<file path="src/rtl/scope_pkg.sv">
`default_nettype none
// +------------------------------------------------------------------+
// | scope_pkg : shared state, mode and slope encodings for the        |
// |             oscilloscope trigger/capture sequencer                |
// | Rev 1.0                                                           |
// +------------------------------------------------------------------+
package scope_pkg;

    typedef enum logic [1:0] {
        IDLE      = 2'd0,
        WAIT_TRIG = 2'd1,
        CAPTURE   = 2'd2,
        DONE      = 2'd3
    } state_t;

    localparam logic [1:0] MODE_AUTO   = 2'd0;
    localparam logic [1:0] MODE_NORMAL = 2'd1;
    localparam logic [1:0] MODE_SINGLE = 2'd2;

    localparam logic SLOPE_RISE = 1'b0;
    localparam logic SLOPE_FALL = 1'b1;

endpackage
`default_nettype wire

</file>
<file path="src/rtl/scope_trig_detect.sv">
`default_nettype none
// +------------------------------------------------------------------+
// | scope_trig_detect : level-crossing detector on the sample stream  |
// | Rev 1.0                                                           |
// +------------------------------------------------------------------+
module scope_trig_detect
    import scope_pkg::*;
#(
    parameter int DATA_W = 12
) (
    input  logic              clock,
    input  logic              reset,
    input  logic              sample_en,
    input  logic              clear,
    input  logic [DATA_W-1:0] data_in,
    input  logic [DATA_W-1:0] level,
    input  logic              slope,
    output logic              hit
);

    logic [DATA_W-1:0] prev_q, prev_d;
    logic              prev_valid_q, prev_valid_d;
    logic              rise, fall;

    always_comb begin
        prev_d       = prev_q;
        prev_valid_d = prev_valid_q;
        if (clear) begin
            prev_valid_d = 1'b0;
        end else if (sample_en) begin
            prev_d       = data_in;
            prev_valid_d = 1'b1;
        end
    end

    // A crossing needs a previous sample from the current arm window.
    always_comb begin
        rise = prev_valid_q && (prev_q < level) && (data_in >= level);
        fall = prev_valid_q && (prev_q > level) && (data_in <= level);
        hit  = sample_en && !clear && ((slope == SLOPE_FALL) ? fall : rise);
    end

    always_ff @(posedge clock or posedge reset) begin
        if (reset) begin
            prev_q       <= '0;
            prev_valid_q <= 1'b0;
        end else begin
            prev_q       <= prev_d;
            prev_valid_q <= prev_valid_d;
        end
    end

endmodule
`default_nettype wire

</file>
<file path="src/rtl/scope_trigger_ctrl.sv">
`default_nettype none
// +------------------------------------------------------------------+
// | scope_trigger_ctrl : trigger and capture sequencer writing one    |
// |                      screen record into a ping-pong buffer        |
// | Rev 1.0                                                           |
// +------------------------------------------------------------------+
module scope_trigger_ctrl
    import scope_pkg::*;
#(
    parameter int DATA_W = 12,
    parameter int DEPTH  = 640,
    parameter int ADDR_W = 10,
    parameter int TMO_W  = 16
) (
    input  logic              clock,
    input  logic              reset,
    input  logic              sample_en,
    input  logic [DATA_W-1:0] data_in,
    input  logic [DATA_W-1:0] trig_level,
    input  logic              trig_slope,
    input  logic [1:0]        trig_mode,
    input  logic              arm,
    input  logic [TMO_W-1:0]  auto_timeout,
    input  logic              frame_done,
    output logic              wr_en,
    output logic [ADDR_W-1:0] wr_addr,
    output logic [DATA_W-1:0] wr_data,
    output logic              wr_bank,
    output logic              rd_bank,
    output logic              resample,
    output logic              triggered,
    output logic [1:0]        state_out
);

    localparam logic [ADDR_W-1:0] LAST_ADDR = ADDR_W'(DEPTH - 1);

    state_t            state_q, state_d;
    logic [1:0]        mode_q, mode_d;
    logic [ADDR_W-1:0] addr_q, addr_d;
    logic [TMO_W-1:0]  cnt_q, cnt_d, cnt_inc;
    logic              wr_en_q, wr_en_d;
    logic [ADDR_W-1:0] wr_addr_q, wr_addr_d;
    logic [DATA_W-1:0] wr_data_q, wr_data_d;
    logic              wr_bank_q, wr_bank_d;
    logic              resample_q, resample_d;
    logic              triggered_q, triggered_d;
    logic              det_clear, det_hit, forced;

    // Detector history is held clear whenever we are not waiting for a trigger.
    assign det_clear = (state_q != WAIT_TRIG);

    scope_trig_detect #(
        .DATA_W (DATA_W)
    ) u_detect (
        .clock     (clock),
        .reset     (reset),
        .sample_en (sample_en),
        .clear     (det_clear),
        .data_in   (data_in),
        .level     (trig_level),
        .slope     (trig_slope),
        .hit       (det_hit)
    );

    // Saturating tick count; ">=" also makes a zero timeout fire on the first tick.
    assign cnt_inc = (cnt_q == '1) ? cnt_q : cnt_q + TMO_W'(1);
    assign forced  = sample_en && (state_q == WAIT_TRIG) && (mode_q == MODE_AUTO)
                     && (cnt_inc >= auto_timeout);

    always_comb begin
        state_d     = state_q;
        mode_d      = mode_q;
        addr_d      = addr_q;
        cnt_d       = (state_q == WAIT_TRIG) ? cnt_q : '0;
        wr_en_d     = 1'b0;
        wr_addr_d   = wr_addr_q;
        wr_data_d   = wr_data_q;
        wr_bank_d   = wr_bank_q;
        resample_d  = 1'b0;
        triggered_d = triggered_q;

        case (state_q)
            IDLE: begin
                if ((trig_mode != MODE_SINGLE) || arm) begin
                    mode_d  = trig_mode;
                    state_d = WAIT_TRIG;
                end
            end
            WAIT_TRIG: begin
                if (sample_en && (mode_q == MODE_AUTO)) begin
                    cnt_d = cnt_inc;
                end
                if (det_hit || forced) begin
                    wr_en_d     = 1'b1;
                    wr_addr_d   = '0;
                    wr_data_d   = data_in;
                    addr_d      = ADDR_W'(1);
                    triggered_d = 1'b1;
                    state_d     = CAPTURE;
                end
            end
            CAPTURE: begin
                if (sample_en) begin
                    wr_en_d   = 1'b1;
                    wr_addr_d = addr_q;
                    wr_data_d = data_in;
                    if (addr_q == LAST_ADDR) begin
                        addr_d  = '0;
                        state_d = DONE;
                    end else begin
                        addr_d = addr_q + ADDR_W'(1);
                    end
                end
            end
            DONE: begin
                if (frame_done) begin
                    wr_bank_d   = ~wr_bank_q;
                    resample_d  = 1'b1;
                    triggered_d = 1'b0;
                    state_d     = (mode_q == MODE_SINGLE) ? IDLE : WAIT_TRIG;
                end
            end
            default: state_d = IDLE;
        endcase
    end

    always_ff @(posedge clock or posedge reset) begin
        if (reset) begin
            state_q     <= IDLE;
            mode_q      <= MODE_AUTO;
            addr_q      <= '0;
            cnt_q       <= '0;
            wr_en_q     <= 1'b0;
            wr_addr_q   <= '0;
            wr_data_q   <= '0;
            wr_bank_q   <= 1'b0;
            resample_q  <= 1'b0;
            triggered_q <= 1'b0;
        end else begin
            state_q     <= state_d;
            mode_q      <= mode_d;
            addr_q      <= addr_d;
            cnt_q       <= cnt_d;
            wr_en_q     <= wr_en_d;
            wr_addr_q   <= wr_addr_d;
            wr_data_q   <= wr_data_d;
            wr_bank_q   <= wr_bank_d;
            resample_q  <= resample_d;
            triggered_q <= triggered_d;
        end
    end

    assign wr_en     = wr_en_q;
    assign wr_addr   = wr_addr_q;
    assign wr_data   = wr_data_q;
    assign wr_bank   = wr_bank_q;
    assign rd_bank   = ~wr_bank_q;
    assign resample  = resample_q;
    assign triggered = triggered_q;
    assign state_out = state_q;

endmodule
`default_nettype wire

</file>
<file path="config.mk">
export PLATFORM = sky130hd
export DESIGN_NAME = scope_trigger_ctrl
export DESIGN_NICKNAME = d
export VERILOG_FILES = /design/src/rtl/scope_pkg.sv /design/src/rtl/scope_trig_detect.sv /design/src/rtl/scope_trigger_ctrl.sv
export SDC_FILE = /design/constraint.sdc
export NUM_CORES = 1
export LEC_CHECK = 0
export ABC_AREA = 1
export CORE_MARGIN = 4
export CORE_UTILIZATION = 55
export CTS_BUF_LIST = sky130_fd_sc_hd__clkbuf_16
export CTS_CLUSTER_DIAMETER = 200
export DETAILED_ROUTE_END_ITERATION = 10
export PLACE_DENSITY_LB_ADDON = 0.25
export SYNTH_ARGS = -nofsm -noshare
export SYNTH_HDL_FRONTEND = slang
export SYNTH_SLANG_ARGS = --single-unit
</file>
<file path="constraint.sdc">
create_clock -name clock -period 3.2 [get_ports clock]
set_input_delay 0.64 -clock clock [delete_from_list [all_inputs] [get_ports clock]]
set_output_delay 0.64 -clock clock [all_outputs]
set_load 0.02 [all_outputs]
</file>
# After elaboration in Yosys (flattened, before gate mapping)
# Index checks and enable logic that the tools add are counted.
[word_totals]
register_bits = 69
latchBits = 0
mem_bits_rw = 0
mem_bits_ro = 0
in_bits = 48
output_inout_bits = 29
elab_cells = 90
n_memories = 0
[op_classes]
n_addsub = 2
multipliers = 0
n_div = 0
magnitude_cmp = 5
eq_ne = 13
shifts = 0
n_mux = 32
bitwise_logic = 2
n_reduce_logical = 24
[op_table]
columns = ["operator", "n"]
rows = [
  ["16-bit 2-to-1 mux", 4],
  ["10-bit 2-to-1 mux", 5],
  ["10-bit one-hot mux with 2 select lines", 2],
  ["12-bit 2-to-1 mux", 2],
  ["12-bit one-hot mux with 2 select lines", 1],
  ["16-bit by 1-bit adder with 16-bit output (second input constant)", 1],
  ["16-bit equality test (second input constant)", 1],
  ["16-bit >= comparator", 1],
  ["12-bit >= comparator", 1],
  ["12-bit > comparator", 1],
  ["12-bit less-or-equal comparator", 1],
  ["12-bit less-than comparator", 1],
  ["10-bit by 1-bit adder with 10-bit output (second input constant)", 1],
  ["10-bit equality test (second input constant)", 1],
  ["1-bit logical AND", 10],
  ["1-bit 2-to-1 mux", 10],
  ["2-bit 2-to-1 mux", 5],
  ["2-bit inequality test (second input constant)", 5],
  ["2-bit one-hot mux with 4 select lines", 1],
  ["2-bit equality test (second input constant)", 3],
  ["2-bit AND reduction", 3],
  ["3-bit AND reduction", 2],
  ["2-bit nonzero test", 3],
  ["5-bit AND reduction", 1],
  ["7 further kinds", 12],
]

# Longest topological paths before layout
[depth]
ltp_word = 8
depth_mapped = 22

# Cells and area by module
# Synthesis repeated with hierarchy kept, for this count alone.
[unflattened]
hier_cells = 629
hier_area_um2 = 4709.5
[modules_own_cells]
columns = ["mod", "instances", "cells_each", "area_per_inst_um2"]
rows = [
  ["scope_trigger_ctrl", 1, 465, 3550.9],
  ["scope_trig_detect", 1, 164, 1158.6],
]

# Worst setup path after synthesis
# OpenSTA, ideal clock, no wires.
[synth_timing]
path_type = "register to register"
from = "reg cnt_q[0]"
to = "reg wr_data_q[1], in the netlist wr_data[1]"
setup_time_ps = 117
arrival_ps = 2597
setup_slack_ps = 486
stages_incl_launch_ff = 20
n_path_buf = 2
synth_period_minus_slack_ps = 2714
cell_sequence = "dfrtp_1 -> ha_1 -> and3_1 -> nand4_1 -> nor2_2 -> inv_1 -> buf_6 -> nand2_1 -> ha_1 -> a21oi_1 -> nor2_1 -> nor2_1 -> nand3_1 -> nand2_1 -> nand3_1 -> nand2_1 -> nand3_4 -> buf_6 -> nand2_1 -> o21ai_2"
[synth_via]
elab_chain_len = 7
elab_cells_between_ends = 8
cone_classes = "add/sub: 1; order compare: 1; eq/ne: 2; mux: 1; reduce/logical: 3"
[synth_rtl]
columns = ["element", "line", "text"]
rows = [
  ["start: declaration", "scope_trigger_ctrl.sv:40", "logic [TMO_W-1:0] cnt_q, cnt_d, cnt_inc;"],
  ["start signal: assignment", "scope_trigger_ctrl.sv:143", "cnt_q <= cnt_d;"],
  ["16-bit by 1-bit adder with 16-bit output or 16-bit equality test (tied branches)", "scope_trigger_ctrl.sv:66", "assign cnt_inc = (cnt_q == '1) ? cnt_q : cnt_q + TMO_W'(1);"],
  ["16-bit 2-to-1 mux *", "scope_trigger_ctrl.sv:66", ""],
  ["16-bit >= comparator *", "scope_trigger_ctrl.sv:68", "&& (cnt_inc >= auto_timeout);"],
  ["1-bit logical AND *", "scope_trigger_ctrl.sv:68", ""],
  ["1-bit logical OR *", "scope_trigger_ctrl.sv:93", "if (det_hit || forced) begin"],
  ["2-bit by 1-bit inequality test with 1-bit output (no line) *", "-", ""],
  ["3-bit AND reduction (no line) *", "-", ""],
  ["end signal: assignment", "scope_trigger_ctrl.sv:146", "wr_data_q <= wr_data_d;"],
  ["end: declaration", "scope_trigger_ctrl.sv:43", "logic [DATA_W-1:0] wr_data_q, wr_data_d;"],
]
# Every way passes the cells marked *; elsewhere a longest branch is shown, timed or not.
# A chain may end at the register's enable or synchronous reset.

# Worst setup path in the final report
[layout_timing]
from = "reg cnt_q[1]"
to = "reg wr_data_q[11], in the netlist wr_data[11]"
# The elaborated chain is that of the path after synthesis.

==> impl_metrics.yaml <==
outcome:
  status: "finished clean"
timing:
  fin_ws_ps: 79.7
  max-slew-margin-rel_pct: 54.1
  fin_worst_skew_ps: 7.59
  hold_violations: 0
  whs_ps: 487
  maxSlewViolCount: 0
  tightest_slew_ps: 688
  fin_tns_setup_ps: 0
  period_share_pct: 97.5
  setup_violations: 0
  clock.fmax_ghz: 0.320
  period_minus_slack_ps: 3120
cts:
  cts_hold_buf: 0
  root_buffer: "clkbuf_16"
  cts_tree: "done"
  cts-buffers-inserted: 9
  clk_latency_ps: 330
  clkSlewWorstSetupHoldPaths_ps: 60
  clockBufferDepth: 2
  h-tree-depth: 3
  cts_sinks: 69
global_routing:
  grt-ovfl-total: 0
  grt_pass1_vias: 4214
  grt_pass1_wl_mm: 18.8
  grt_start_max_net_pins: 41
  grt_antenna_before_repair: 0
  grt_use_total_pct: 22.9
power:
  ir_drop_mv: 0.465
  leakagePower_uw: 0.00336
  power.density_nw_per_um2: 744
route:
  wire_per_inst_um: 14.8
  wl_mm: 12.2
  vias_per_cell: 5.36
  vias: 4419
  drc_errors: 0
  first_pass_iters: 5
  postRouteAntennaNets: 0
  drt_iter0_drc: 230
critical_path:
  rr_worst_depth: 19
  ff2ff_setup_slack_ps: 80
  worstSetupPathType: "reg -> reg"
  required_ps: 3420
  end_kind: "flop"
  regToRegStartpoint: "cnt_q[1]"
  r2r-end: "wr_data[11]"
  worstSetupStartpointType: "flop"
  critPathArrivalTime_ps: 3340
  crit_path_max_fanout: 6
yosys:
  synth_nets: 717
  ys_ff_latch: 69
  synth-xor-area-share_pct: 2.57
  seq_area_frac_synth_pct: 36.2
  syn_area_um2: 4760
  synth_top_family_by_area: "simple AND/OR/NAND/NOR gates"
  synthCells: 622
  postSynthAreaPerCell_um2: 7.66
  synth_simple_gate_area_share_pct: 25.7
  yosys_warnings: 0
  synthAdderAreaFrac_pct: 12.3
  yosysTopAreaCell: "dfrtp_1"
  synth.mux.area_fraction_pct: 0
  synth_cell_types: 37
  synth_ff_type: "dfrtp_1"
  synth_edf_count: 0
  yosys-top-cells-area: "dfrtp_1 (36%), nand2_1 (13%), ha_1 (12%), inv_1 (9.2%), o21ai_2 (4.0%)"
  synth_compound_area_share_pct: 11.4
  synth-async-reset-ratio_pct: 100
  synth_top_area_share_pct: 36.2
floorplan:
  die_y_um: 101
  num_rows: 33
  die-area_um2: 10200
  io_pins: 77
  coreArea_um2: 8340
  start_util_pct: 57.1
  die_w_um: 101
min_path:
  holdPathStages: 2
  holdPathEnd: "u_detect.prev_q[5]"
  hold_class: "reg -> reg"
  min_from: "u_detect.prev_q[5]"
placed_design:
  preCtsSetupSlack_ps: -75.1
  io_buffer_count: 76
  place_congestion: 0.956
  hpwlAfterDp_mm: 8.52
layout:
  nets: 810
  drive_gt1_share_pct: 13.5
  final_common_cell: "nand2_1"
  areaGrowthSynthToFinish_pct: 31.7
  layout_common_cells: "nand2_1 (156), inv_1 (115), clkdlybuf4s50_1 (76), dfrtp_1 (69), ha_1 (44)"
  antenna_cells: 0
run:
  maxCapViolations: 0
==> critical path, stage by stage, from the launching register on <==
cell and delay (ps):
dfrtp_1 400, ha_2 210, and3_4 190, nand4_1 170
nor2_4 200, buf_4 150, xor2_1 240, ha_1 210
inv_1 50, a21oi_1 100, o21ai_0 90, nand2_1 70
nand3_1 80, nand2_1 90, nand3_2 90, nand2_4 130
nand3_4 180, clkbuf_16 240, nand2_1 70, o21ai_2 50
==> worst max path at each step <==
stage	slack (ps)	cells past startpoint	endpoint	start
global placement	80	17	wr_data[3]	cnt_q[0]
detailed placement	-80	19	wr_data[6]	cnt_q[0]
finish	80	19	wr_data[11]	cnt_q[1]
floorplan	490	19	wr_data[1]	cnt_q[0]
CTS	30	19	wr_data[6]	cnt_q[0]
global route	-110	19	wr_addr[6]	cnt_q[1]
==> cell type report <==
type                       instances  area (µm²)
sequential                        69        1730
clock buffer                       9         225
inverter                         118         445
clock inverter                     6         111
tap                              105         131
multi-input combinational        422        2590
timing repair buffer              95        1040
fill                             599        2070
==> routing by layer <==
metal	wire length, µm	share of wire [%]	global-route usage, %	vias up
met4	259	2.1	7.67	0
met3	808	6.6	4.64	29
li1	-	-	-	2154
met5	0	0	0	-
met1	5100	42	28.9	2091
met2	6070	50	39.0	145
==> metrics by stage <==
stage | std cells | utilization (%) | area (µm²) | power (µW)
finish | 824 | 75.2 | 6270 | 4670
global route | 824 | 75.2 | 6270 | 4980
global placement | 795 | 67.4 | 5620 | 3260
detailed placement | 795 | 67.4 | 5620 | 3350
CTS | 811 | 71.8 | 5990 | 4520
floorplan | 622 | - | 4760 | 2680
==> power breakdown <==
part           internal, µW  switching (µW)
Combinational           913            1190
Sequential             1180             253
Clock                   758             372
Total                  2860            1810
==> sequential cells by signal (all words and copies together), names as in the netlist <==
name	count
addr_q	10
mode_q	2
wr_data	12
wr_en	1
triggered	1
u_detect.prev_valid_q	1
resample	1
cnt_q	16
state_out	2
wr_addr	10
wr_bank	1
u_detect.prev_q	12
==> cells in the mapped netlist (all sizes together), types with 2 or more instances <==
master and count:
a21o 2, a21oi 29, buf 9, clkbuf 5, dfrtp 69, ha 47, inv 118, nand2 166
nand3 40, nand4 8, nor2 40, nor3 14, nor3b 2, o211ai 2, o21ai 48, o31ai 2
or2 2, xor2 14
==> cell families (layout without fill, tap and decap cells) <==
logic type / after synthesis / in the layout
fa+ha+maj: 47 / 47
buf+inv: 132 / 228
flops: 69 / 69
xor+xnor: 14 / 14
compound gates: 86 / 86
simple gates: 274 / 275
==> timing repair <==
item | in CTS | in global routing
pin swaps | 1 | 7
setup buffers | 1 | 6
cloned | 0 | 7
setup endpoints to repair | 28 | 36
gates resized for setup | 2 | 21
No activity file was read; power rests on OpenSTA's default activity.
